## src/rtl/nibble_cascade_cmp_ctrl.sv

```systemverilog
// nibble_cascade_cmp_ctrl: MSB-first nibble-serial unsigned magnitude compare with start/done handshake
module nibble_cascade_cmp_ctrl #(
  parameter int WIDTH = 16,
  parameter bit EARLY_EXIT = 1'b1,
  localparam int N = WIDTH / 4,
  localparam int IW = $clog2(N)
) (
  input  logic             clk,
  input  logic             rst,
  input  logic             start,
  input  logic [WIDTH-1:0] a,
  input  logic [WIDTH-1:0] b,
  output logic             busy,
  output logic             done,
  output logic             a_eq_b,
  output logic             a_ls_b,
  output logic             a_gt_b,
  output logic [IW-1:0]    nib_idx
);
  localparam logic [IW-1:0] TOP = IW'(N - 1);
  typedef enum logic [1:0] {IDLE, CMP, DONE} state_t;
  state_t state, state_d;
  logic [WIDTH-1:0] ra, rb;
  logic [IW-1:0] idx;
  logic decided, pend_gt;
  logic [3:0] na, nb;
  logic neq, ngt, last;
  always_comb begin
    na = ra[4*idx +: 4];
    nb = rb[4*idx +: 4];
    neq = na != nb;
    ngt = na > nb;
    last = (idx == '0) || (EARLY_EXIT && neq);
    state_d = state == IDLE ? (start ? CMP : IDLE) :
              state == CMP  ? (last ? DONE : CMP) : IDLE;
    busy = state != IDLE;
    done = state == DONE;
    nib_idx = state == CMP ? idx : TOP;
  end
  always_ff @(posedge clk) begin
    if (rst) begin
      state <= IDLE;
      ra <= '0;
      rb <= '0;
      idx <= TOP;
      decided <= 1'b0;
      pend_gt <= 1'b0;
      a_eq_b <= 1'b0;
      a_ls_b <= 1'b0;
      a_gt_b <= 1'b0;
    end else begin
      state <= state_d;
      if (state == IDLE && start) begin
        ra <= a;
        rb <= b;
        idx <= TOP;
        decided <= 1'b0;
        pend_gt <= 1'b0;
      end
      if (state == CMP) begin
        if (neq && !decided) begin
          decided <= 1'b1;
          pend_gt <= ngt;
        end
        // the first unequal nibble (most significant) owns the result
        if (last) begin
          a_eq_b <= !(decided || neq);
          a_gt_b <= decided ? pend_gt : (neq && ngt);
          a_ls_b <= decided ? !pend_gt : (neq && !ngt);
        end else begin
          idx <= idx - 1'b1;
        end
      end
    end
  end
endmodule

```

## config.mk

```make
export PLATFORM = sky130hd
export DESIGN_NAME = nibble_cascade_cmp_ctrl
export DESIGN_NICKNAME = d
export VERILOG_FILES = /design/src/rtl/nibble_cascade_cmp_ctrl.sv
export SDC_FILE = /design/constraint.sdc
export NUM_CORES = 1
export LEC_CHECK = 0
export BUFFER_PORTS_ARGS = -buffer_cell sky130_fd_sc_hd__buf_4
export CAP_MARGIN = 20
export CORE_UTILIZATION = 52
export DETAILED_ROUTE_END_ITERATION = 10
export PLACE_DENSITY_LB_ADDON = 0.08
export SYNTH_ARGS = -nofsm -noshare
export SYNTH_HDL_FRONTEND = slang
export SYNTH_SLANG_ARGS = --single-unit
```

## constraint.sdc

```tcl
create_clock -name clk -period 3 [get_ports clk]
set_clock_uncertainty 0.2 [all_clocks]
set_input_delay 0.45 -clock clk [delete_from_list [all_inputs] [get_ports clk]]
set_output_delay 0.45 -clock clk [all_outputs]
set_load 0.02 [all_outputs]
```

# --- Word-level counts from Yosys, hierarchy flattened ---
# Index checks and enable logic that the tools add are counted.
totals:
  regBits: 41
  input_bits: 35
  out_inout_bits: 7
classes:
  addsub: 1
  n_lt_le_gt_ge: 1
  n_eq_ne: 3
  shift: 2
  n_mux: 16
  reduce_logical: 14
op_table:
  columns: ["operator", "n"]
  rows:
  - ["$shiftx A16 B5 Y4", 2]
  - ["$mux W2", 7]
  - ["$mux W1", 9]
  - ["$gt A4 B4 Y1", 1]
  - ["$logic_and A1 B1 Y1", 4]
  - ["$logic_not A1 Y1", 4]
  - ["$logic_not A2 Y1", 2]
  - ["$ne A4 B4 Y1", 1]
  - ["$eq A2 B1 Y1 const B", 1]
  - ["$eq A2 B2 Y1 const B", 1]
  - ["$logic_or A1 B1 Y1", 2]
  - ["$reduce_and A2 Y1", 1]
  - ["$reduce_bool A2 Y1", 1]
  - ["$sub A2 B1 Y2 const B", 1]

# --- Depth between registers and ports, before layout ---
# Gate-level depths: netlist of the first run.
depth:
  depth_word: 6
  mapped_depth: 8

# --- Worst setup path before layout of the first run ---
# Ideal clock, no wire load.
synth_timing:
  path_type: "register -> register"
  startpoint: "register idx[0]"
  endpoint: "register a_gt_b"
  t_arrival_ps: 2184
  required_ps: 2725
  slack_ps: 541
  stages_incl_launch_ff: 7
  synth_period_minus_slack_ps: 2459
  cell_sequence: "dfxtp_1 > buf_2 > mux4_2 > ha_1 > and4_1 > or4_1 > o22ai_1"
synth_via:
  elab_chain_cells: 4
synth_rtl:
  columns: ["element", "line_no", "source"]
  rows:
  - ["from (decl)", "24", "logic [IW-1:0] idx;"]
  - ["from (signal assigned)", "71", "idx <= idx - 1'b1;"]
  - ["$shiftx A16 B5 Y4, on equally long branches", "29, 30", null]
  - ["$gt A4 B4 Y1 / $ne A4 B4 Y1 (equally long branches)", "32, 31", null]
  - ["$logic_and A1 B1 Y1 / $logic_or A1 B1 Y1 (equally long branches)", "68, 33", null]
  - ["$mux W1 / $reduce_and A2 Y1 (equally long branches)", null, null]
  - ["to (signal assigned)", "68", "a_gt_b <= decided ? pend_gt : (neq && ngt);"]
  - ["to (decl)", "17", "output logic a_gt_b,"]
# Parallel ways exist; a longest one is shown, timed or not.
# A chain may end at the register's enable or synchronous reset.

# --- Worst setup path in the final report of the first run ---
layout_timing:
  startpoint: "register idx[1]"
  endpoint: "register idx[1]"
layout_via:
  elab_chain_cells: 5
layout_rtl:
  columns: ["element", "line_no", "source"]
  rows:
  - ["$shiftx A16 B5 Y4, on equally long branches", "29, 30", null]
  - ["$ne A4 B4 Y1", "31", "neq = na != nb;"]
  - ["$logic_or A1 B1 Y1", "33", "last = (idx == '0) || (EARLY_EXIT && neq);"]
  - ["$mux W2", "66", "if (last) begin"]
  - ["$mux W2 (*)", "60", "if (state == CMP) begin"]
# Every way passes the cells marked *; elsewhere a longest branch is shown, timed or not.

==> metrics.md, run 1 <==
| Metric | Value |
|---|---|
| Most frequent cell after synthesis | `nand2_1` |
| RD Place Congestion | `0.7950` |
| GRT Resource Usage Total | `a little over a fifth` |
| Data arrival, critical path | `between 2 and 3 ns` |
| Core Region | `3337 µm²` |
| Yosys top cell by area | `dfxtp_1` |
| Hold EP | `rb[7]` |
| RSZ-0062 raised after global routing | `no` |
| First-pass GRT wire length | `roughly 5700 µm` |
| Crit path kind | `reg2reg` |
| CP max stage cell | `dfxtp_1` |
| Worst setup SP type | `register` |
| Setup TNS | `0 ns` |
| CP max FO | `10` |
| Cell Area, Synth | `1808 µm²` |
| Mapped Cells | `213` |
| Max incr delay on CP | `around 0.62 ns` |
| Max Cap Viol | `0` |
| PostCTS Resize Cnt | `0` |
| Die Y | `approximately 61 µm` |
| Final period util | `between 80 and 90%` |
| Num rows | `21` |
| Mean Syn Cell Area | `~8.5 µm²` |
| Multi-input combinational cell area | `890.9 µm²` |
| R2R setup slack | `0.36 ns` |
| Fillers | `between 300 and 400` |
| Yosys reg bits | `around 40` |
| H-tree depth | `2` |
| Global route overflow | `0` |
| Crit end category | `register` |
| Pleak | `just under 1 nW` |
| Final Instance Count excl. Fillers | `slightly below 300` |
| R2R Path End | `idx[1]` |
| Proportion of layout cells with a drive suffix above 1 | `approximately a quarter` |
| Pin count of the biggest net entering global routing | `43` |
| Vias | `1475` |
| Number of stages on the worst hold path | `3` |
| Req. time, crit path | `a little over 3 ns` |
| DRT Wirelength | `around 3400 µm` |
| Clock root cell | `clkbuf_4` |
| Dpl hpwl | `between 2000 and 2500 µm` |
| Worst path cell trace | `mux4_2 > ha_1 > nand4_1 > nor3_1 > nand2_1 > a21o_1` |
| WL per Instance | `around 12 µm` |
| Clock transition at path regs | `~0.11 ns` |
| CP bufs+invs | `0` |
| Fin. max-slew vios | `0` |
| Placement Setup Slack | `between 0.3 and 0.4 ns` |
| Via density | `approximately 5.0` |
| CTS Buf Count | `5` |
| Post-synth EDFFs | `0` |
| Hold Buf Count CTS | `0` |
| Vias in the first global route | `1276` |
| Top delay family on crit path | `simple AND/OR/NAND/NOR gates` |
| Reg area | `820.8 µm²` |
| Post-synth top area share | `between 40% and 50%` |
| Iteration-0 DRC count of the detailed router | `about 120` |
| Initial Util | `54.18%` |
| Final Instance Area | `approximately 2200 µm²` |
| Io pins | `42` |
| Syn_nets | `~250` |
| R2R Path Start | `idx[1]` |
| Worst-Margin Slew | `between 0.4 and 0.5 ns` |
| CTS tree | `built` |
| Worst rel slew slack | `69.33%` |
| Area contributors post-synth | `dfxtp_1 45%, nand2_1 14%, mux4_2 10%, a21oi_1 9.4%, ha_1 3.5%` |
| Layout Nets | `about 290` |
| Worst vdd ir | `about 320 µV` |
| Ys async rst share | `0%` |
| Area Overhead vs Synth | `22.08%` |
| Hold Path Class | `in2reg` |
| Synth warn | `0` |
| Commonest cells in the netlist | `68 x nand2_1, 41 x dfxtp_1, 34 x a21oi_1` |
| Worst r2r path cells | `6` |
| Ant diodes | `0` |
| Die ar. | `3717 µm²` |
| Fin worst setup slack | `0.3552 ns` |
| CTS max path bufs | `2` |
| DRT antenna net count | `0` |
| Die width | `a little over 60 µm` |
| Router iterations before antenna repair | `4` |
| Placed instance area | `between 2000 and 2500 µm²` |
| Max Fclk | `about 0.38 GHz` |
| Placed cells | `about 290` |
| IO Port Bufs | `just over 40` |
| Clock Sinks | `41` |
| Status | `finished, final reports clean` |
| Unique masters post-synth | `29` |
| Worst Setup SP | `idx[1]` |
| Number of hold violations in the final report | `0` |
| Later-pin clock latency in the skew report | `approximately 0.35 ns` |
| Setup violations, final | `0` |
| Antenna violations before repair | `0` |
| Cell Pwr Density | `around 570 nW/µm²` |
| Residual DRC | `0` |
| Post-CTS Setup Repair Bufs | `0` |
| Crit path time final | `between 2 and 3 ns` |
| Sequential fraction of the synthesis area | `about 45%` |
| Hold_sp | `b[7]` |
| Main flop type after synthesis | `dfxtp_1` |
## cell families after synthesis
group	after synthesis	share of synthesized area, %
multiplexers	10	11.07
adder cells (fa/ha/maj)	5	3.460
buffers and inverters	22	5.329
AND/OR/NAND/NOR	93	21.94
AO/OA/AOI/OAI	42	12.80
flip-flops	41	45.40
## worst max path at each step
stage	to	slack, ns	depth (start not counted)
after global routing	idx[1]	0.14	6
after floorplan	a_gt_b	0.54	6
after detailed placement	idx[1]	0.39	6
after CTS	idx[1]	0.33	6
final	idx[1]	0.36	6
after global placement	idx[1]	0.42	6
## final cells by class
cell class                      instances  area share, %
Multi-Input combinational cell        150          40.36
Sequential cell                        41          37.19
Timing Repair Buffer                   43          14.63
Tap cell                               46          2.608
Clock buffer                            7          2.494
Clock inverter                          1          1.361
Inverter                                8          1.361
## state kept, by name (all words and copies together) (netlist names)
name and flops:
state 2, rb 16, a_ls_b 1, a_gt_b 1, idx 2, a_eq_b 1
pend_gt 1, decided 1, ra 16
## metal layers
layer  part of all wire (%)  track usage, %
met5                      0               0
met2                     45           31.40
met1                     50           28.84
met3                    3.8           8.316
met4                    1.6           7.792
## power breakdown
part | total, mW | switching (mW) | leakage (nW) | internal, mW
clock network | 0.373 | 0.174 | 0.0455 | 0.199
logic | 0.272 | 0.144 | 0.578 | 0.128
registers | 0.617 | 0.0257 | 0.336 | 0.591
total | 1.26 | 0.344 | 0.960 | 0.918
## cell usage in the layout (no fill, tap or decap), drive strengths merged, types with 2 or more instances in the layout
cell type	Yosys	routed
inv	8	8
mux4	8	8
a21oi	34	34
nor2b	4	4
mux2i	2	2
nor4	2	2
ha	5	5
nand2	68	68
buf	6	43
dfxtp	41	41
nor2	8	8
nor3	2	2
and2	2	2
clkbuf	8	7
a21o	2	2
o21ai	2	2
nand2b	2	2
## through the flow
step / hold slack (ns) / util [%] / total power, mW
after global placement: 0.2417 / 63.59 / 0.8973
after global routing: 0.09759 / 66.14 / 1.338
after detailed placement: 0.2442 / 63.59 / 0.9002
final: 0.1268 / 66.14 / 1.262
after floorplan: 0.2331 / - / 0.8187
after CTS: 0.1151 / 66.14 / 1.272
## worst reg2reg max path: stages, from the launching register on
cell	delay (ns)
dfxtp_1	0.62
mux4_2	0.57
ha_1	0.30
nand4_1	0.18
nor3_1	0.41
nand2_1	0.11
a21o_1	0.16
(Power assumes the default switching activity.)
==> run 2: changes to the inputs <==
--- a/config.mk
+++ b/config.mk
@@ -7,7 +7,9 @@
 export LEC_CHECK = 0
 export BUFFER_PORTS_ARGS = -buffer_cell sky130_fd_sc_hd__buf_4
 export CAP_MARGIN = 20
-export CORE_UTILIZATION = 52
+export CELL_PAD_IN_SITES_DETAIL_PLACEMENT = 1
+export CELL_PAD_IN_SITES_GLOBAL_PLACEMENT = 2
+export CORE_UTILIZATION = 31
 export DETAILED_ROUTE_END_ITERATION = 10
 export PLACE_DENSITY_LB_ADDON = 0.08
 export SYNTH_ARGS = -nofsm -noshare
==> run 2 against run 1 <==
Compared with the run above: via count grew 2.2%; maximum frequency shrank 2.1%; routed wire length grew 22%; count of clock-buffer cells in the layout shrank 2; worst hold slack gained 0.064 ns; first-iteration DRC count shrank 44%; global-route usage shrank 5.8 points; sequential power grew 1%; sequential cell count is the same; critical path type unchanged; critical endpoint unchanged.
==> metrics.md, run 2 (synthesis gave the netlist of run 1 again) <==
| Metric | Value |
|---|---|
| Placement Setup Slack | `between 0.1 and 0.15 ns` |
| Clock root cell | `clkbuf_8` |
| Ant diodes | `0` |
| Via density | `4.698` |
| Num rows | `27` |
| Cell Pwr Density | `559.1 nW/µm²` |
| Die ar. | `6142 µm²` |
| Post-CTS Setup Repair Bufs | `0` |
| Router iterations before antenna repair | `4` |
| Vias in the first global route | `around 1600` |
| Leading cell type in the layout, fill and taps excluded | `nand2_1` |
| Worst vdd ir | `~210 µV` |
| Fin. max-slew vios | `0` |
| Final Instance Area | `2235 µm²` |
| Iteration-0 DRC count of the detailed router | `between 60 and 70` |
| Fillers | `just under 700` |
| Core Region | `5574 µm²` |
| Placed instance area | `between 2000 and 2500 µm²` |
| Clock Sinks | `~40` |
| DRT Wirelength | `around 4200 µm` |
| Global route overflow | `0` |
| Fin worst setup slack | `0.2986 ns` |
| Final Instance Count excl. Fillers | `about 320` |
| CP max FO | `10` |
| RD Place Congestion | `about 0.74` |
| Dpl hpwl | `approximately 2900 µm` |
| WL per Instance | `around 13 µm` |
| Multi-input combinational cell area | `about 900 µm²` |
| CTS Buf Count | `5` |
| Die width | `between 70 and 80 µm` |
| Area Overhead vs Synth | `23.60%` |
| H-tree depth | `2` |
| Final Util | `about two fifths` |
| Reg area | `between 800 and 900 µm²` |
| Later-pin clock latency in the skew report | `approximately 0.3 ns` |
| Worst rel slew slack | `about two thirds` |
| Final period util | `roughly nine tenths` |
| Tot Pwr | `roughly 1.2 mW` |
| Proportion of layout cells with a drive suffix above 1 | `between 20% and 30%` |
| CTS max path bufs | `2` |
| Residual DRC | `0` |
| Layout Nets | `approximately 290` |
| Antenna violations before repair | `0` |
| Vias | `~1500` |
| GRT Resource Usage Total | `about 16%` |
| Io pins | `42` |
| Number of hold violations in the final report | `0` |
| Crit end category | `register` |
| Setup TNS | `0 ns` |
| Initial Util | `roughly 32%` |
| Worst setup SP type | `register` |
| Hold_ws | `about 0.19 ns` |
| Status | `finished, final reports clean` |
| Crit path kind | `reg2reg` |
| Pleak | `about 0.95 nW` |
| Max Cap Viol | `0` |
| CTS tree | `built` |
| Max Fclk | `0.3702 GHz` |
| Data arrival, critical path | `2.70 ns` |
| Req. time, crit path | `roughly 3.0 ns` |
| Commonest cells after routing, fill and taps aside | `68 x nand2_1, 42 x buf_4, 40 x dfxtp_1` |
| RSZ-0062 raised after global routing | `no` |
| IO Port Bufs | `41` |
| Setup violations, final | `0` |
| First-pass GRT wire length | `between 7000 and 8000 µm` |
| Crit path time final | `~2.7 ns` |
| DRT antenna net count | `0` |
| Die Y | `78.37 µm` |
| Hold Buf Count CTS | `0` |
| Hold Path Class | `in2reg` |
| Worst-Margin Slew | `between 0.5 and 0.6 ns` |
| Clock transition at path regs | `around 0.080 ns` |
| Placed cells | `around 310` |
| Biggest regs | `ra x16, rb x16` |
| Pin count of the biggest net entering global routing | `43` |
## run 2: cell types whose count changed in the layout (fill, tap and decap cells not counted), sizes merged
cell / change
clkbuf: -2
clkinv: +2
buf: -1
bufinv: -1
clkinvlp: +1
## run 2: routing by layer
metal | vias up | GRT usage, % | part of all wire [%]
met4 | 0 | 6.111 | 1.5
met3 | 6 | 5.000 | 5.0
li1 | 779 | - | -
met2 | 32 | 25.44 | 43
met5 | - | 0 | 0
met1 | 691 | 19.22 | 50
## run 2: what timing repair did
item                                   in CTS  in global routing
gates resized for setup                     0                  1
endpoints found under the hold margin       0                  0
setup endpoints to repair                   0                  2
## run 2: critical path, stage by stage, from the launching register on
cell	delay, ns
dfxtp_1	0.64
mux4_2	0.57
ha_1	0.31
nand4_1	0.16
nor3_1	0.44
nand2_1	0.11
a21o_1	0.16
## run 2: final timing paths
| path | start | endpoint | slack (ns) | cells past startpoint |
|---|---|---|---|---|
| max | idx[1] | idx[1] | 0.30 | 6 |
| min | a[2] | ra[2] | 0.19 | 3 |
| max reg2reg | idx[1] | idx[1] | 0.30 | 6 |
| min reg2reg | rb[13] | rb[13] | 0.26 | 2 |
## run 2: layout make-up
cell class              count  share of cell area [%]
flip-flops and latches     41                   36.79
clock buffers               5                   3.080
inverters                   8                   1.344
repair buffers             42                   14.11
multi-input cells         150                   39.87
clock inverters             3                  0.7839
well taps                  72                   4.031
## run 2: where the power goes
group | switching, mW | internal (mW) | total (mW)
Sequential | 0.0324 | 0.591 | 0.623
Clock | 0.197 | 0.161 | 0.358
Combinational | 0.142 | 0.126 | 0.268
==> run 3: changes to the inputs <==
--- a/config.mk
+++ b/config.mk
@@ -5,11 +5,12 @@
 export SDC_FILE = /design/constraint.sdc
 export NUM_CORES = 1
 export LEC_CHECK = 0
+export ABC_AREA = 1
 export BUFFER_PORTS_ARGS = -buffer_cell sky130_fd_sc_hd__buf_4
 export CAP_MARGIN = 20
 export CELL_PAD_IN_SITES_DETAIL_PLACEMENT = 1
 export CELL_PAD_IN_SITES_GLOBAL_PLACEMENT = 2
-export CORE_UTILIZATION = 31
+export CORE_UTILIZATION = 29
 export DETAILED_ROUTE_END_ITERATION = 10
 export PLACE_DENSITY_LB_ADDON = 0.08
 export SYNTH_ARGS = -nofsm -noshare
==> run 3 against run 2 <==
Compared with the run above: sequential cell count did not move; critical path depth rose by 5; largest power group unchanged; synthesized cell count rose by 19%; maximum frequency rose by 13%; total power rose by 21%; combinational power rose by 77%; clock power rose by 2%; die area rose by 10%; critical endpoint is now idx[0].
==> metrics.md, run 3 <==
| Metric | Value |
|---|---|
| Yosys reg bits | `41` |
| Final period util | `79.93%` |
| Antenna violations before repair | `0` |
| Post-synth EDFFs | `0` |
| Die ar. | `approximately 6800 µm²` |
| Unique masters post-synth | `24` |
| RD Place Congestion | `between 0.8 and 0.9` |
| DRT Wirelength | `around 4600 µm` |
| CTS tree | `built` |
| Commonest cells in the netlist | `76 x nor2_1, 41 x dfxtp_1, 38 x o21ai_1` |
| Worst rel slew slack | `around two thirds` |
| Clock root cell | `clkbuf_8` |
| Dpl hpwl | `about 3300 µm` |
| Core Region | `roughly 6100 µm²` |
| Clock transition at path regs | `about 0.070 ns` |
| Initial Util | `around 31%` |
| Hold Path Class | `in2reg` |
| Number of hold violations in the final report | `0` |
| Vias in the first global route | `1675` |
| Leading cell type in the layout, fill and taps excluded | `nor2_1` |
| Setup violations, final | `0` |
| Via density | `approximately 4.8` |
| WL per Instance | `between 10 and 15 µm` |
| PostCTS Resize Cnt | `0` |
| Most frequent cell after synthesis | `nor2_1` |
| Data arrival, critical path | `around 2.4 ns` |
| Setup TNS | `0 ns` |
| Fillers | `779` |
| Layout Nets | `329` |
| Mean Syn Cell Area | `~7.4 µm²` |
| Synth warn | `0` |
| Cell Area, Synth | `about 1900 µm²` |
| Yosys top cell by area | `dfxtp_1` |
| R2R Path Start | `idx[0]` |
| Hold Buf Count CTS | `0` |
| R2R Path End | `idx[0]` |
| RSZ-0062 raised after global routing | `no` |
| Pin count of the biggest net entering global routing | `37` |
| Worst r2r path cells | `11` |
| Reg area | `between 800 and 900 µm²` |
| H-tree depth | `2` |
| Max Fclk | `about 0.42 GHz` |
| Worst path cell trace | `buf_4 > nand2_1 > a32o_1 > ha_1 > nand2_1 > nor2_2 > nand2_2 > inv_2 > nand2_1 > a21oi_1 > o21ai_1` |
| Global route overflow | `0` |
| Status | `finished, final reports clean` |
| R2R setup slack | `~0.6 ns` |
| Die Y | `between 80 and 90 µm` |
| Post-synth top area share | `between 40% and 50%` |
| Ant diodes | `0` |
| Crit path time final | `around 2.4 ns` |
| Post-CTS Setup Repair Bufs | `0` |
| Area Overhead vs Synth | `21.63%` |
| Proportion of layout cells with a drive suffix above 1 | `a little over a fifth` |
| Most frequent CP cell | `nand2_1` |
| Max incr delay on CP | `a little over 0.6 ns` |
| Sequential fraction of the synthesis area | `between 40% and 50%` |
| Main flop type after synthesis | `dfxtp_1` |
| Io pins | `42` |
| Worst setup SP type | `register` |
| Residual DRC | `0` |
| Area contributors post-synth | `dfxtp_1 44%, nor2_1 15%, o21ai_1 10%, nand2_1 5.2%, ha_1 3.3%` |
| Die width | `82.26 µm` |
| Worst Setup SP | `idx[0]` |
| Worst-Margin Slew | `0.5169 ns` |
| Iteration-0 DRC count of the detailed router | `between 50 and 60` |
| Critical Path End | `idx[0]` |
| Clock Sinks | `approximately 40` |
| CTS max path bufs | `2` |
| Router iterations before antenna repair | `4` |
| CP max stage cell | `dfxtp_1` |
| DRT antenna net count | `0` |
| IO Port Bufs | `slightly above 40` |
| Later-pin clock latency in the skew report | `~0.29 ns` |
| Commonest cells after routing, fill and taps aside | `76 x nor2_1, 42 x buf_4, 41 x dfxtp_1` |
| Biggest regs | `ra x16, rb x16` |
| Req. time, crit path | `2.97 ns` |
| Worst vdd ir | `about 230 µV` |
| Crit path kind | `reg2reg` |
| Fin. max-slew vios | `0` |
| CP max FO | `13` |
| Max Cap Viol | `0` |
| Hold_ws | `between 0.15 and 0.2 ns` |
| Syn_nets | `293` |
| Vias | `~1700` |
| CTS Buf Count | `5` |
| Ys async rst share | `0%` |
| GRT Resource Usage Total | `between 10% and 20%` |
| First-pass GRT wire length | `7824 µm` |
| Mapped Cells | `between 200 and 300` |
| Cell Pwr Density | `around 670 nW/µm²` |
| Multi-input combinational cell area | `890.9 µm²` |
| Pleak | `a little over 1 nW` |
| Crit end category | `register` |
| Tot Pwr | `around 1.5 mW` |
| Num rows | `28` |
==> run 3: changes by cell type after synthesis, moves of 5 or more <==
cell      change
clkbuf_1      -5
nand2_1      -42
mux4_2        -8
a21oi_1      -24
nor2_1       +68
inv_2         +5
o21ai_1      +38
o21ai_0       +5
==> run 3: how the worst min path moves through the flow <==
stage                           to  slack (ns)     from  depth (start not counted)
final                       a_gt_b        0.17      rst                          2
after global routing      state[0]        0.16      rst                          2
after CTS                   a_gt_b        0.17      rst                          2
after detailed placement   pend_gt        0.26  pend_gt                          2
after global placement     decided        0.26  decided                          2
after floorplan            decided        0.24  decided                          2
==> run 3: cell families after synthesis <==
logic type,share of synthesized area (%)
buffers and inverters,8.372
adders and majority gates,3.349
DFF,43.94
and+or+nand+nor,25.59
AOI/OAI and AO/OA,18.75
==> run 3: final cells by class <==
cell class	count	share of cell area, %
tap	75	4.130
clock buffer	7	3.800
timing repair buffer	42	13.88
sequential	41	36.12
inverter	16	2.863
multi-input combinational	183	39.21
==> run 3: metal layers <==
metal  up-vias  GRT usage (%)  part of all wire (%)
li1        899              -                     -
met1       802          18.22                    46
met2        27          27.19                    49
met3         9          4.945                   3.6
met4         0          4.912                   1.8
met5         -              0                     0
==> run 3: power by group <==
group	internal (mW)	switching, mW
clock network	0.183	0.182
logic	0.188	0.287
registers	0.619	0.0552
total	0.990	0.524
==> run 3: worst max-delay path, delay by kind of cell (launching register included) <==
kind            cells  cell delay [ns]
compound gates      3             0.45
simple gates        5             0.44
fa+ha+maj           1             0.27
buf+inv             2             0.28
flops               1             0.62
==> run 3: metrics by stage <==
step	setup WS (ns)	instance area [µm²]	utilization, %	instances
5_1_grt	0.3354	2272	37.49	364
6_report	0.6022	2272	37.49	364
4_1_cts	0.5925	2272	37.49	364
3_3_place_gp	0.6501	2186	36.07	357
2_1_floorplan	0.9167	1868	-	253
3_5_place_dp	0.6062	2186	36.07	357
